$ cat src/rtl/pong_pkg.sv
// Shared types and constants for the pong frame writer.
package pong_pkg;

  // Default screen geometry and object sizes.
  localparam int H_RES_DEFAULT   = 640;
  localparam int V_RES_DEFAULT   = 480;
  localparam int PAD_W_DEFAULT   = 8;
  localparam int PAD_H_DEFAULT   = 64;
  localparam int BALL_SZ_DEFAULT = 8;
  localparam int PAD_L_X_DEFAULT = 16;
  localparam int PAD_R_X_DEFAULT = 616;

  localparam int COORD_W = 10;

  // Dashed centre line: four pixels wide, dashes toggle every 16 lines.
  localparam int CENTRE_X_LO = 318;
  localparam int CENTRE_X_HI = 321;

  // Render sequencer states.
  typedef enum logic [2:0] {
    IDLE,
    LATCH,
    DRAW,
    WAIT_VB,
    SWAP
  } state_t;

  typedef struct packed {
    logic [7:0] red;
    logic [7:0] green;
    logic [7:0] blue;
  } rgb_t;

  localparam rgb_t COLOR_BLACK = 24'h000000;
  localparam rgb_t COLOR_WHITE = 24'hFFFFFF;
  localparam rgb_t COLOR_GREY  = 24'h808080;

  // True when lo <= v < lo+len. The upper bound is formed in 11 bits so an
  // object sitting near coordinate 1023 clips at the edge rather than
  // wrapping around onto small coordinates.
  function automatic logic in_span(input logic [COORD_W-1:0] v,
                                   input logic [COORD_W-1:0] lo,
                                   input logic [COORD_W:0]   len);
    logic [COORD_W:0] hi;
    hi = {1'b0, lo} + len;
    return ({1'b0, v} >= {1'b0, lo}) && ({1'b0, v} < hi);
  endfunction

endpackage

$ cat src/rtl/pong_pixel_shader.sv
// Combinational colour lookup for one screen pixel given the object positions.
module pong_pixel_shader
  import pong_pkg::*;
#(
  parameter int PAD_W   = PAD_W_DEFAULT,
  parameter int PAD_H   = PAD_H_DEFAULT,
  parameter int BALL_SZ = BALL_SZ_DEFAULT,
  parameter int PAD_L_X = PAD_L_X_DEFAULT,
  parameter int PAD_R_X = PAD_R_X_DEFAULT
) (
  input  logic [COORD_W-1:0] x_i,
  input  logic [COORD_W-1:0] y_i,
  input  logic [COORD_W-1:0] ball_x_i,
  input  logic [COORD_W-1:0] ball_y_i,
  input  logic [COORD_W-1:0] paddle_l_y_i,
  input  logic [COORD_W-1:0] paddle_r_y_i,
  output rgb_t               rgb_o
);

  localparam logic [COORD_W-1:0] PAD_L_X_C  = COORD_W'(PAD_L_X);
  localparam logic [COORD_W-1:0] PAD_R_X_C  = COORD_W'(PAD_R_X);
  localparam logic [COORD_W:0]   PAD_W_C    = (COORD_W + 1)'(PAD_W);
  localparam logic [COORD_W:0]   PAD_H_C    = (COORD_W + 1)'(PAD_H);
  localparam logic [COORD_W:0]   BALL_SZ_C  = (COORD_W + 1)'(BALL_SZ);
  localparam logic [COORD_W-1:0] CENTRE_LO  = COORD_W'(CENTRE_X_LO);
  localparam logic [COORD_W-1:0] CENTRE_HI  = COORD_W'(CENTRE_X_HI);

  logic ball_hit;
  logic pad_l_hit;
  logic pad_r_hit;
  logic centre_hit;

  // Hit tests for each object at the current pixel.
  always_comb begin
    ball_hit   = in_span(x_i, ball_x_i, BALL_SZ_C) && in_span(y_i, ball_y_i, BALL_SZ_C);
    pad_l_hit  = in_span(x_i, PAD_L_X_C, PAD_W_C) && in_span(y_i, paddle_l_y_i, PAD_H_C);
    pad_r_hit  = in_span(x_i, PAD_R_X_C, PAD_W_C) && in_span(y_i, paddle_r_y_i, PAD_H_C);
    centre_hit = (x_i >= CENTRE_LO) && (x_i <= CENTRE_HI) && !y_i[4];
  end

  // Priority: ball, then paddles, then centre line, else background.
  always_comb begin
    rgb_o = COLOR_BLACK;
    if (ball_hit) begin
      rgb_o = COLOR_WHITE;
    end else if (pad_l_hit || pad_r_hit) begin
      rgb_o = COLOR_WHITE;
    end else if (centre_hit) begin
      rgb_o = COLOR_GREY;
    end
  end

endmodule

$ cat src/rtl/pong_frame_writer.sv
// Renders one full pong frame into the back buffer per frame_start, then
// waits for vertical blank to swap buffers.
module pong_frame_writer
  import pong_pkg::*;
#(
  parameter int H_RES   = H_RES_DEFAULT,
  parameter int V_RES   = V_RES_DEFAULT,
  parameter int PAD_W   = PAD_W_DEFAULT,
  parameter int PAD_H   = PAD_H_DEFAULT,
  parameter int BALL_SZ = BALL_SZ_DEFAULT,
  parameter int PAD_L_X = PAD_L_X_DEFAULT,
  parameter int PAD_R_X = PAD_R_X_DEFAULT
) (
  input  logic                clk,
  input  logic                reset,
  input  logic                frame_start,
  input  logic                vblank_start,
  input  logic [COORD_W-1:0]  ball_x,
  input  logic [COORD_W-1:0]  ball_y,
  input  logic [COORD_W-1:0]  paddle_l_y,
  input  logic [COORD_W-1:0]  paddle_r_y,
  output logic [COORD_W-1:0]  oX,
  output logic [COORD_W-1:0]  oY,
  output logic [7:0]          oRed,
  output logic [7:0]          oGreen,
  output logic [7:0]          oBlue,
  output logic                write_enable,
  output logic                write_buffer_select,
  output logic                busy,
  output logic                frame_done,
  output logic                overrun
);

  localparam logic [COORD_W-1:0] X_LAST = COORD_W'(H_RES - 1);
  localparam logic [COORD_W-1:0] Y_LAST = COORD_W'(V_RES - 1);

  state_t state_q, state_d;

  // The output coordinate registers double as the raster counters.
  logic [COORD_W-1:0] ox_q, ox_d;
  logic [COORD_W-1:0] oy_q, oy_d;
  rgb_t               rgb_q, rgb_d;
  logic               we_q, we_d;
  logic               wbs_q, wbs_d;
  logic               busy_q, busy_d;
  logic               frame_done_q, frame_done_d;
  logic               overrun_q, overrun_d;

  // Object positions frozen for the duration of one frame.
  logic [COORD_W-1:0] ball_x_q, ball_x_d;
  logic [COORD_W-1:0] ball_y_q, ball_y_d;
  logic [COORD_W-1:0] pad_l_y_q, pad_l_y_d;
  logic [COORD_W-1:0] pad_r_y_q, pad_r_y_d;

  logic               x_last;
  logic               frame_last;
  logic [COORD_W-1:0] next_x;
  logic [COORD_W-1:0] next_y;

  logic [COORD_W-1:0] shade_x;
  logic [COORD_W-1:0] shade_y;
  logic [COORD_W-1:0] shade_ball_x;
  logic [COORD_W-1:0] shade_ball_y;
  logic [COORD_W-1:0] shade_pad_l_y;
  logic [COORD_W-1:0] shade_pad_r_y;
  rgb_t               shade_rgb;

  // Raster stepping from the pixel currently on the outputs.
  assign x_last     = (ox_q == X_LAST);
  assign frame_last = x_last && (oy_q == Y_LAST);
  assign next_x     = x_last ? '0 : ox_q + 1'b1;
  assign next_y     = x_last ? oy_q + 1'b1 : oy_q;

  // In LATCH the positions are being captured this very cycle, so pixel
  // (0,0) is shaded from the live inputs; afterwards only latched copies.
  assign shade_x       = (state_q == DRAW) ? next_x : '0;
  assign shade_y       = (state_q == DRAW) ? next_y : '0;
  assign shade_ball_x  = (state_q == LATCH) ? ball_x     : ball_x_q;
  assign shade_ball_y  = (state_q == LATCH) ? ball_y     : ball_y_q;
  assign shade_pad_l_y = (state_q == LATCH) ? paddle_l_y : pad_l_y_q;
  assign shade_pad_r_y = (state_q == LATCH) ? paddle_r_y : pad_r_y_q;

  pong_pixel_shader #(
    .PAD_W   (PAD_W),
    .PAD_H   (PAD_H),
    .BALL_SZ (BALL_SZ),
    .PAD_L_X (PAD_L_X),
    .PAD_R_X (PAD_R_X)
  ) u_shader (
    .x_i          (shade_x),
    .y_i          (shade_y),
    .ball_x_i     (shade_ball_x),
    .ball_y_i     (shade_ball_y),
    .paddle_l_y_i (shade_pad_l_y),
    .paddle_r_y_i (shade_pad_r_y),
    .rgb_o        (shade_rgb)
  );

  // Next-state and next-output logic for the render sequencer.
  always_comb begin
    state_d      = state_q;
    ox_d         = ox_q;
    oy_d         = oy_q;
    rgb_d        = rgb_q;
    we_d         = 1'b0;
    frame_done_d = 1'b0;
    overrun_d    = frame_start && (state_q != IDLE);
    ball_x_d     = ball_x_q;
    ball_y_d     = ball_y_q;
    pad_l_y_d    = pad_l_y_q;
    pad_r_y_d    = pad_r_y_q;

    case (state_q)
      IDLE: begin
        if (frame_start) begin
          state_d = LATCH;
        end
      end
      LATCH: begin
        ball_x_d  = ball_x;
        ball_y_d  = ball_y;
        pad_l_y_d = paddle_l_y;
        pad_r_y_d = paddle_r_y;
        we_d      = 1'b1;
        ox_d      = '0;
        oy_d      = '0;
        rgb_d     = shade_rgb;
        state_d   = DRAW;
      end
      DRAW: begin
        if (frame_last) begin
          state_d = WAIT_VB;
        end else begin
          we_d  = 1'b1;
          ox_d  = next_x;
          oy_d  = next_y;
          rgb_d = shade_rgb;
        end
      end
      WAIT_VB: begin
        if (vblank_start) begin
          frame_done_d = 1'b1;
          state_d      = SWAP;
        end
      end
      SWAP: begin
        state_d = IDLE;
      end
      default: begin
        state_d = IDLE;
      end
    endcase

    wbs_d  = wbs_q ^ frame_done_d;
    busy_d = (state_d != IDLE);
  end

  // State and output registers; reset overrides every other request.
  always_ff @(posedge clk) begin
    if (reset) begin
      state_q      <= IDLE;
      ox_q         <= '0;
      oy_q         <= '0;
      rgb_q        <= COLOR_BLACK;
      we_q         <= 1'b0;
      wbs_q        <= 1'b0;
      busy_q       <= 1'b0;
      frame_done_q <= 1'b0;
      overrun_q    <= 1'b0;
      ball_x_q     <= '0;
      ball_y_q     <= '0;
      pad_l_y_q    <= '0;
      pad_r_y_q    <= '0;
    end else begin
      state_q      <= state_d;
      ox_q         <= ox_d;
      oy_q         <= oy_d;
      rgb_q        <= rgb_d;
      we_q         <= we_d;
      wbs_q        <= wbs_d;
      busy_q       <= busy_d;
      frame_done_q <= frame_done_d;
      overrun_q    <= overrun_d;
      ball_x_q     <= ball_x_d;
      ball_y_q     <= ball_y_d;
      pad_l_y_q    <= pad_l_y_d;
      pad_r_y_q    <= pad_r_y_d;
    end
  end

  assign oX                  = ox_q;
  assign oY                  = oy_q;
  assign oRed                = rgb_q.red;
  assign oGreen              = rgb_q.green;
  assign oBlue               = rgb_q.blue;
  assign write_enable        = we_q;
  assign write_buffer_select = wbs_q;
  assign busy                = busy_q;
  assign frame_done          = frame_done_q;
  assign overrun             = overrun_q;

endmodule

$ cat config.mk
export PLATFORM = sky130hd
export DESIGN_NAME = pong_frame_writer
export DESIGN_NICKNAME = d
export VERILOG_FILES = /design/src/rtl/pong_pkg.sv /design/src/rtl/pong_pixel_shader.sv /design/src/rtl/pong_frame_writer.sv
export SDC_FILE = /design/constraint.sdc
export NUM_CORES = 1
export LEC_CHECK = 0
export ABC_AREA = 1
export CAP_MARGIN = 5
export CORE_UTILIZATION = 50
export CTS_CLUSTER_DIAMETER = 30
export DETAILED_ROUTE_END_ITERATION = 7
export PLACE_DENSITY_LB_ADDON = 0.05
export SLEW_MARGIN = 10
export SYNTH_ARGS = -nofsm -noshare
export SYNTH_HDL_FRONTEND = slang
export SYNTH_SLANG_ARGS = --single-unit
$ cat constraint.sdc
create_clock -name clk -period 3.65 [get_ports clk]
set_clock_uncertainty 0.2 [all_clocks]
set_input_delay 0.9125 -clock clk [delete_from_list [all_inputs] [get_ports clk]]
set_output_delay 0.9125 -clock clk [all_outputs]
set_load 0.02 [all_outputs]
==> After elaboration in Yosys (flattened, before gate mapping) <==
Cells that the tools add are included.
{ "totals": {"word_cells": 87, "register_bits": 92} }
{ "op_classes": {"n_reduce_logical": 20, "bitwise_logic": 1, "eq_ne": 6, "n_lt_le_gt_ge": 14, "mux": 25, "addsub": 6} }
{ "ops": {"columns": ["operator", "n"], "rows": [
  ["$mux W10", 10],
  ["$mux W24", 4],
  ["$pmux W24 S2", 1],
  ["$lt A10 B11 Y1", 4],
  ["$ge A10 B10 Y1", 4],
  ["$pmux W10 S2", 2],
  ["$add A10 B4 Y11 const B", 2],
  ["$add A10 B7 Y11 const B", 2],
  ["$add A10 B1 Y10 const B", 2],
  ["$logic_and A1 B1 Y1", 13],
  ["$pmux W3 S4", 1],
  ["$eq A10 B10 Y1 const B", 1],
  ["$eq A10 B9 Y1 const B", 1],
  ["$ge A10 B10 Y1 const B", 1],
  ["$ge A10 B5 Y1 const B", 1],
  ["$ge A10 B9 Y1 const B", 1],
  ["$le A10 B9 Y1 const B", 1],
  ["$lt A10 B10 Y1 const B", 1],
  ["$lt A10 B5 Y1 const B", 1],
  ["$mux W3", 3],
  ["$eq A3 B2 Y1 const B", 2],
  ["$reduce_bool A3 Y1", 2],
  ["$eq A3 B1 Y1 const B", 1],
  ["$logic_not A3 Y1", 1],
  ["8 further kinds", 10]
]} }

==> Longest topological paths before layout <==
Gate-level depths: netlist of the first run.
{ "depth": {"depth_word": 11, "mapped_depth": 24, "depth_no_buf": 23} }

==> By module <==
Synthesis of the first run repeated with hierarchy kept, for this count alone.
{ "unflattened": {"cells_unflattened": 1058, "area_unflattened_um2": 6696.4} }
{ "by_module_without_submodules": {"columns": ["mod", "seq_area_each_um2", "area_each_um2", "cells_each", "n_inst"], "rows": [
  ["pong_frame_writer", 1841.8, 4410.5, 685, 1],
  ["pong_pixel_shader", 0.0, 2285.9, 373, 1]
]} }

==> Worst setup path before layout of the first run <==
No wires, ideal clock.
{ "synth_timing": {"path_type": "reg2reg", "startpoint": "register ox_q[0] (netlist: oX[0])", "endpoint": "register rgb_q, in the netlist oRed[7]", "n_path_buf": 1, "period_less_slack_ps": 3304, "arrival_ps": 2982, "slack_ps": 346, "stages_incl_launch_ff": 23, "t_required_ps": 3328, "cell_sequence": "dfxtp_1 ha_1 nand3_2 nor2_4 nand2_4 buf_6 nor2_4 nand3_2 xor2_1 nor2_1 ha_1 nor3_1 nand2_1 nand2_1 nand2_1 nand2_1 nand2_1 nand2_1 nand2_1 nand3_1 nand3_1 nor2_2 a21oi_2"} }
{ "synth_between": {"elab_chain_len": 11, "word_cells_on_any_way": 41, "classes_between": "add/sub: 1; order compare: 14; eq/ne: 2; mux: 9; reduce/logical: 15"} }
{ "synth_rtl": {"columns": ["element", "line", "text"], "rows": [
  ["start, declared", "pong_frame_writer.sv:40", "logic [COORD_W-1:0] ox_q, ox_d;"],
  ["start signal, assigned", "pong_frame_writer.sv:162", "ox_q <= '0;"],
  ["start signal, assigned", "pong_frame_writer.sv:176", "ox_q <= ox_d;"],
  ["$add A10 B1 Y10 / $eq A10 B10 Y1 (equally long branches)", "pong_frame_writer.sv:71, pong_frame_writer.sv:69", null],
  ["$mux W10, on equally long branches", "pong_frame_writer.sv:71, pong_frame_writer.sv:72", null],
  ["$mux W10, on equally long branches", "pong_frame_writer.sv:76, pong_frame_writer.sv:77", null],
  ["$ge A10 B9 Y1 (tied with other cells)", "pong_pixel_shader.sv:38", "centre_hit = (x_i >= CENTRE_LO) && (x_i <= CENTRE_HI) && !y_i[4];"],
  ["$logic_and A1 B1 Y1, on equally long branches", "pong_pixel_shader.sv:38, pong_pkg.sv:46", null],
  ["$logic_and A1 B1 Y1, on equally long branches", "pong_pixel_shader.sv:38, pong_pixel_shader.sv:36, pong_pixel_shader.sv:37", null],
  ["$mux W24 / $logic_or A1 B1 Y1 (equally long branches)", "pong_pixel_shader.sv:48, pong_pixel_shader.sv:46", null],
  ["$mux W24", "pong_pixel_shader.sv:46", "end else if (pad_l_hit || pad_r_hit) begin"],
  ["$mux W24", "pong_pixel_shader.sv:44", "if (ball_hit) begin"],
  ["$mux W24", "pong_frame_writer.sv:131", "if (frame_last) begin"],
  ["$pmux W24 S2", "pong_frame_writer.sv:113", "case (state_q)"],
  ["end signal, assigned", "pong_frame_writer.sv:178", "rgb_q <= rgb_d;"],
  ["end, declared", "pong_frame_writer.sv:42", "rgb_t rgb_q, rgb_d;"]
]} }
Parallel ways exist; a longest one is shown, timed or not. The select of a mux whose other input is x is not followed.
A chain may end at the register's enable or synchronous reset.

==> Worst setup path after layout of the first run <==
{ "layout_timing": {"startpoint": "register oy_q[5] (netlist: oY[5])", "endpoint": "register rgb_q, in the netlist oRed[7]"} }
{ "layout_between": {"elab_chain_len": 11, "word_cells_on_any_way": 24, "classes_between": "add/sub: 1; order compare: 6; eq/ne: 2; mux: 6; reduce/logical: 9"} }
{ "layout_rtl": {"columns": ["element", "line", "text"], "rows": [
  ["start, declared", "pong_frame_writer.sv:41", "logic [COORD_W-1:0] oy_q, oy_d;"],
  ["start signal, assigned", "pong_frame_writer.sv:177", "oy_q <= oy_d;"],
  ["$add A10 B1 Y10", "pong_frame_writer.sv:72", "assign next_y = x_last ? oy_q + 1'b1 : oy_q;"],
  ["$mux W10", "pong_frame_writer.sv:72", null],
  ["$mux W10", "pong_frame_writer.sv:77", "assign shade_y = (state_q == DRAW) ? next_y : '0;"],
  ["$lt A10 B11 Y1 / $ge A10 B10 Y1 (equally long branches)", "pong_pkg.sv:46", "return ({1'b0, v} >= {1'b0, lo}) && ({1'b0, v} < hi);"],
  ["$logic_and A1 B1 Y1", "pong_pkg.sv:46", null],
  ["$logic_and A1 B1 Y1, on equally long branches", "pong_pixel_shader.sv:36, pong_pixel_shader.sv:37", null],
  ["$logic_or A1 B1 Y1", "pong_pixel_shader.sv:46", null],
  ["$mux W24", "pong_pixel_shader.sv:46", null],
  ["$mux W24", "pong_pixel_shader.sv:44", null],
  ["$mux W24", "pong_frame_writer.sv:131", null],
  ["$pmux W24 S2", "pong_frame_writer.sv:113", null]
]} }
Parallel ways exist; a longest one is shown, timed or not. The select of a mux whose other input is x is not followed.

==> run metrics, run 1 <==
status complete, no violations; Total GRT Usage 24.3%; grt met1 use 33.4%; Final #Nets 951; met2 Track Usage GR 39.1%; dpl cells 964; Worst path top cell family by delay simple AND/OR/NAND/NOR gates; Worst Setup Path Type reg2reg; crit path cell chain inv_1 -> nor4_1 -> nand3_1 -> xor2_1 -> nand2_1 -> o21ai_0 -> or2_2 -> inv_1 -> ha_1 -> nand2_1 -> nor2_1 -> a211oi_1 -> nand4_1 -> nand3_1 -> nand3_1 -> nor2_2 -> a21oi_2; Synth Area per Inst 7.15 µm²; Fmax 297 MHz; Hold Path Class reg2reg; commonest cells in the netlist 142 x nand2_1, 107 x nor2_1, 97 x inv_1; Synth area leader dfxtp_1; area share of the largest cell type after synthesis 26.0%; number of synthesized flops with an enable pin 0; Worst path slowest cell dfxtp_1; Mapped Cells 753; Yosys reg bits 70; Comb pwr share 32.2%; worst reg2reg endpoint oRed[7]; fin crit share 92.2%; RSZ-0062 raised after global routing false; post-route minimum period 3.37 ns; Worst R2R Start oY[5]; Routed Antenna Nets 0; hold slack 0.300 ns; Slew headroom 53.3%; DR iter-0 viols 234; routed vias 5,060; RePlAce Congestion 0.898; Worst VDD drop 0.158 mV; mean routed wirelength per cell 13.5 µm; FILL cells 990; Critical Path RT 3.69 ns; number of max-slew violations in the final report 0; setup TNS 0 ns; sequential area share after synthesis 26.0%; Leak 3.19 nW; gr busiest metal met2; H-tree Lvls 3; grt met3 use 3.83%; clock sinks 70; total CTS buffers 9; Largest stage delay, worst path 0.49 ns; clk root buf clkbuf_8; register area 1400 µm²; multi-input combinational cell area 3300 µm²; Sequential Power Share 39.4%; Clock power frac 28.4%; Area Overhead vs Synth 21.7%; dpl hpwl 10,300 µm; cts hold-fix bufs 0; worst-path fanout max 6; Die ar. 11,200 µm²; global-route wire length before repair 21,700 µm; Initial DRT Pass Iterations 5; CTS tree yes; die height 106 µm; num rows 37; Distinct cells, synth 47; Worst setup SP type flip-flop; hold depth 2; clock-pin transition on the worst setup and hold timing paths 0.07 ns; internal power 1.40 mW; Post-Route WL 13,200 µm; Starting Density 51.9%; Final Hold Vio Count 0; fin cells 980; Residual DRC 0; Yosys warning count 0; Syn Nets 865; HP Start pad_r_y_q[2]; Critical Path End Type flip-flop; R2R depth 17; Die Span X 106 µm; crit-path most repeated cell nand3_1; final setup vio count 0; initial antenna violation count 0; ant diodes 0; IO buf count 92; ys flop type dfxtp_1; Mapped Area 5380 µm²; layout cells sized above 1 10.1%; Psw 0.715 mW; R2R Setup Slk 0.28 ns; asr flop ratio synth 0%; vias in the first global route 4,680; synth top area cells dfxtp_1 26%, ha_1 16%, nand2_1 9.9%; Net Sw Frac 33.8%; max-cap violations 0; total gr overflow 0; CP Buf/Inv Count 2; count leader, synth nand2_1; PnR Total Power 2.12 mW; vias per cell 5.16; Hold EP pad_r_y_q[2]; CTS max path bufs 2; Data arrival, critical path 3.41 ns; pin count of the biggest net entering global routing 32; Pwr Density 323 nW/µm²; Ports 93; Core ar. 10,400 µm²; worst skew pair latency 0.35 ns; Worst-Margin Slew 0.693 ns
[flip-flops by register name, indices dropped and copies added, names as in the netlist]
name / cells
ball_x_q: 10
ball_y_q: 10
state_q: 3
oRed: 2
write_buffer_select: 1
oY: 10
oX: 10
write_enable: 1
frame_done: 1
pad_r_y_q: 10
pad_l_y_q: 10
busy: 1
overrun: 1
[kinds of logic after synthesis]
logic type	after synthesis	share of synthesized area (%)
AO/OA/AOI/OAI	101	11.1
adder cells (fa/ha/maj)	68	15.8
buffers and inverters	144	12.6
flip-flops	70	26.0
AND/OR/NAND/NOR	329	26.8
multiplexers	19	4.05
XOR/XNOR	22	3.58
[final cells by class]
type / count / area share (%)
flip-flops and latches: 70 / 21.4
multi-input cells: 539 / 50.4
clock inverters: 3 / 0.267
inverters: 105 / 6.02
clock buffers: 13 / 2.58
repair buffers: 114 / 16.7
well taps: 136 / 2.60
[worst reg2reg max path, delay by kind of cell, from the launching register on]
kind | cells | cell delay [ns]
flops | 1 | 0.49
fa+ha+maj | 1 | 0.33
simple gates | 10 | 1.41
compound gates | 3 | 0.30
buf+inv | 2 | 0.37
xor+xnor | 1 | 0.16
[worst max path at each step]
stage	startpoint	endpoint	slack, ns	cells after the start
5_1_grt	oX[0]	oRed[7]	0.02	19
3_3_place_gp	ball_x[5]	oRed[7]	0.17	19
4_1_cts	oX[0]	oRed[7]	0.26	19
3_5_place_dp	ball_y[5]	oRed[7]	0.12	19
6_report	oY[5]	oRed[7]	0.28	17
2_1_floorplan	oX[0]	oRed[7]	0.35	22
[cell usage in the layout, fill, tap and decap left out, types with 2 or more instances in the layout]
master             n
a211oi_1           6
a21oi_1           46
a31oi_1            2
buf_4             21
clkbuf_8          12
clkdlybuf4s50_1   91
clkinv_2           2
dfxtp_1           70
ha_1              67
inv_1             97
inv_2              8
mux2i_1           14
mux2i_2            4
nand2_1          142
nand2_2            2
nand2_4            2
nand3_1           30
nand3_2            2
nand3b_1           3
nand4_1           10
nor2_1           107
nor2_2             9
nor2_4             2
nor3_1            11
nor4_1             4
o2111ai_1          2
o211ai_1           2
o21a_1             2
o21ai_0           17
o21ai_1            9
o21ai_2            8
o21bai_1           2
xnor2_1           10
xor2_1            12
[per-layer routing]
metal	part of all wire [%]	wire (µm)
met1	49	6510
met2	45	5900
met3	4.7	628
met4	1.4	179
met5	0	0
[power groups by stage]
stage               registers [mW]  clock network, mW  logic, mW
floorplan                    0.859                  0      0.483
global placement             0.849                  0      0.657
detailed placement           0.851                  0      0.677
CTS                          0.833              0.619      0.684
finish                       0.833              0.601      0.682
global route                 0.838              0.648      0.758
[stage by stage]
stage	area, µm²	util [%]	setup WS [ns]
floorplan	5380	-	0.346
global placement	6360	61.3	0.171
detailed placement	6360	61.3	0.116
CTS	6550	63.1	0.256
global route	6550	63.2	0.0211
finish	6550	63.2	0.284
[repair_timing]
| item | CTS | global route |
|---|---|---|
| endpoints found under the setup margin | 0 | 2 |
| endpoints found under the hold margin | 0 | 0 |
| resized for setup | 0 | 1 |
| setup buffers | 0 | 0 |
Power figures use the tool's default switching activity.
==> run 2, diff against run 1 <==
- CORE_ASPECT_RATIO: unset -> 1.2
==> run 2 against run 1 <==
Compared with the run above:
- non-clock buffer count is the same
- cell count down 0.92%
- sequential cell count did not move
- maximum frequency shrank 0.82%
- routed wire length is 1.2% lower
- register-to-register slack got worse by 0.03 ns
==> run metrics, run 2 (synthesis gave the netlist of run 1 again) <==
Critical Path RT 3.68 ns (was 3.69 ns); multi-input combinational cell area 3310 µm² (was 3300 µm²); RSZ-0062 raised after global routing false (unchanged); mean routed wirelength per cell 13.5 µm (about the same); worst-path fanout max 6 (unchanged); IO buf count 92 (unchanged); dpl hpwl 10,400 µm (was 10,300 µm); Worst Setup Path Type reg2reg (unchanged); pin count of the biggest net entering global routing 33 (was 32); Area Overhead vs Synth 23.3% (was 21.7%); Residual DRC 0 (unchanged); global-route wire length before repair 22,300 µm (was 21,700 µm); Hold Path Class reg2reg (unchanged); vias in the first global route 4,896 (was 4,680); ant diodes 0 (unchanged); routed vias 5,025 (was 5,060); Routed Antenna Nets 0 (unchanged); Data arrival, critical path 3.42 ns (was 3.41 ns); fin crit share 93.0% (was 92.2%); Post-Route WL 13,100 µm (was 13,200 µm); Slew headroom 57.6% (was 53.3%); H-tree Lvls 3 (unchanged); die height 116 µm (was 106 µm); Final WS setup 0.256 ns (was 0.284 ns); total gr overflow 0 (unchanged); CTS tree yes (unchanged); Total GRT Usage 24.7% (was 24.3%); final setup vio count 0 (unchanged); Post-CTS Setup Inserts 0 (unchanged); FILL cells 956 (was 990); max-cap violations 0 (unchanged); RePlAce Congestion 0.945 (was 0.898); Leak 3.23 nW (was 3.19 nW); register area 1400 µm² (unchanged); initial antenna violation count 0 (unchanged); total CTS buffers 9 (unchanged); post-route minimum period 3.39 ns (was 3.37 ns); Die ar. 11,200 µm² (about the same); most common cell after layout, fill and taps aside nand2_1 (unchanged); status complete, no violations (unchanged); Initial DRT Pass Iterations 4 (was 5); vias per cell 5.18 (was 5.16); num rows 41 (was 37); clock-pin transition on the worst setup and hold timing paths 0.06 ns (was 0.07 ns); worst skew pair latency 0.34 ns (was 0.35 ns); Die Span X 96.7 µm (was 106 µm); number of max-slew violations in the final report 0 (unchanged); clk root buf clkbuf_16 (was clkbuf_8); most frequent cells in the layout 142 x nand2_1, 105 x nor2_1, 97 x inv_1 (was 142 x nand2_1, 107 x nor2_1, 97 x inv_1); Worst VDD drop 0.218 mV (was 0.158 mV); clock sinks 70 (unchanged); Critical Path End Type flip-flop (unchanged); Final Hold Vio Count 0 (unchanged); pre-CTS setup slack 0.0152 ns (was 0.116 ns); Ports 93 (unchanged); Starting Density 51.2% (was 51.9%); CTS max path bufs 2 (unchanged); DR iter-0 viols 181 (was 234); Pwr Density 355 nW/µm² (was 323 nW/µm²); setup TNS 0 ns (unchanged); Final #Nets 951 (unchanged); layout cells sized above 1 9.98% (was 10.1%); Fmax 295 MHz (was 297 MHz); Core ar. 10,500 µm² (was 10,400 µm²); Worst setup SP type flip-flop (unchanged); Worst-Margin Slew 0.636 ns (was 0.693 ns)
[run 2: cell types whose count changed in the layout (fill, tap and decap cells not counted), sizes merged]
cell and delta:
clkinvlp -1, clkinv -1
[run 2: timing repair]
action                                  CTS  global route
resized for setup                         0             3
endpoints found under the setup margin    0             2
hold buffers                              0             0
[run 2: cell type report]
cell class	instances	area share, %
Clock buffer	13	4.07
Clock inverter	1	0.0754
Inverter	105	5.94
Multi-Input combinational cell	539	49.9
Sequential cell	70	21.1
Tap cell	129	2.43
Timing Repair Buffer	114	16.5
[run 2: per-layer routing]
layer  track usage (%)  routed length, µm  vias up
li1                  -                  -     2598
met1              28.0               5680     2293
met2              45.2               6560      106
met3              4.40                466       28
met4              11.2                365        0
met5                 0                  0        -
[run 2: through the flow]
step	power, mW	util [%]	hold slack (ns)	cells	cell area (µm²)
final	2.35	63.1	0.310	971	6640
after global routing	2.48	63.1	0.339	971	6640
after CTS	2.37	63.0	0.313	971	6630
after detailed placement	1.54	60.4	0.299	957	6350
after global placement	1.52	60.4	0.293	957	6350
after floorplan	1.34	-	0.266	753	5380
[run 2: worst paths after layout]
kind / from / endpoint / slack, ns / cells after the start
min: ball_x_q[1] / ball_x_q[1] / 0.31 / 2
min reg2reg: ball_x_q[1] / ball_x_q[1] / 0.31 / 2
max: oX[0] / oRed[7] / 0.26 / 15
max reg2reg: oX[0] / oRed[7] / 0.26 / 15
[run 2: worst max-delay path, cell delays in order, from the launching register on]
cell	delay, ns
dfxtp_1	0.41
ha_1	0.26
nand3_1	0.14
nor4_1	0.45
o21ai_0	0.13
or2_2	0.30
inv_1	0.24
ha_1	0.31
nand2_1	0.11
nor2_1	0.06
a211oi_1	0.18
o2111ai_1	0.16
nand2_1	0.10
nor2_1	0.06
nor2_2	0.14
a21oi_2	0.06
[run 2: power by group]
group	total (mW)	leakage [nW]	switching [mW]	internal [mW]
logic	0.688	2.52	0.391	0.298
clock network	0.831	0.138	0.324	0.507
registers	0.834	0.570	0.0271	0.807
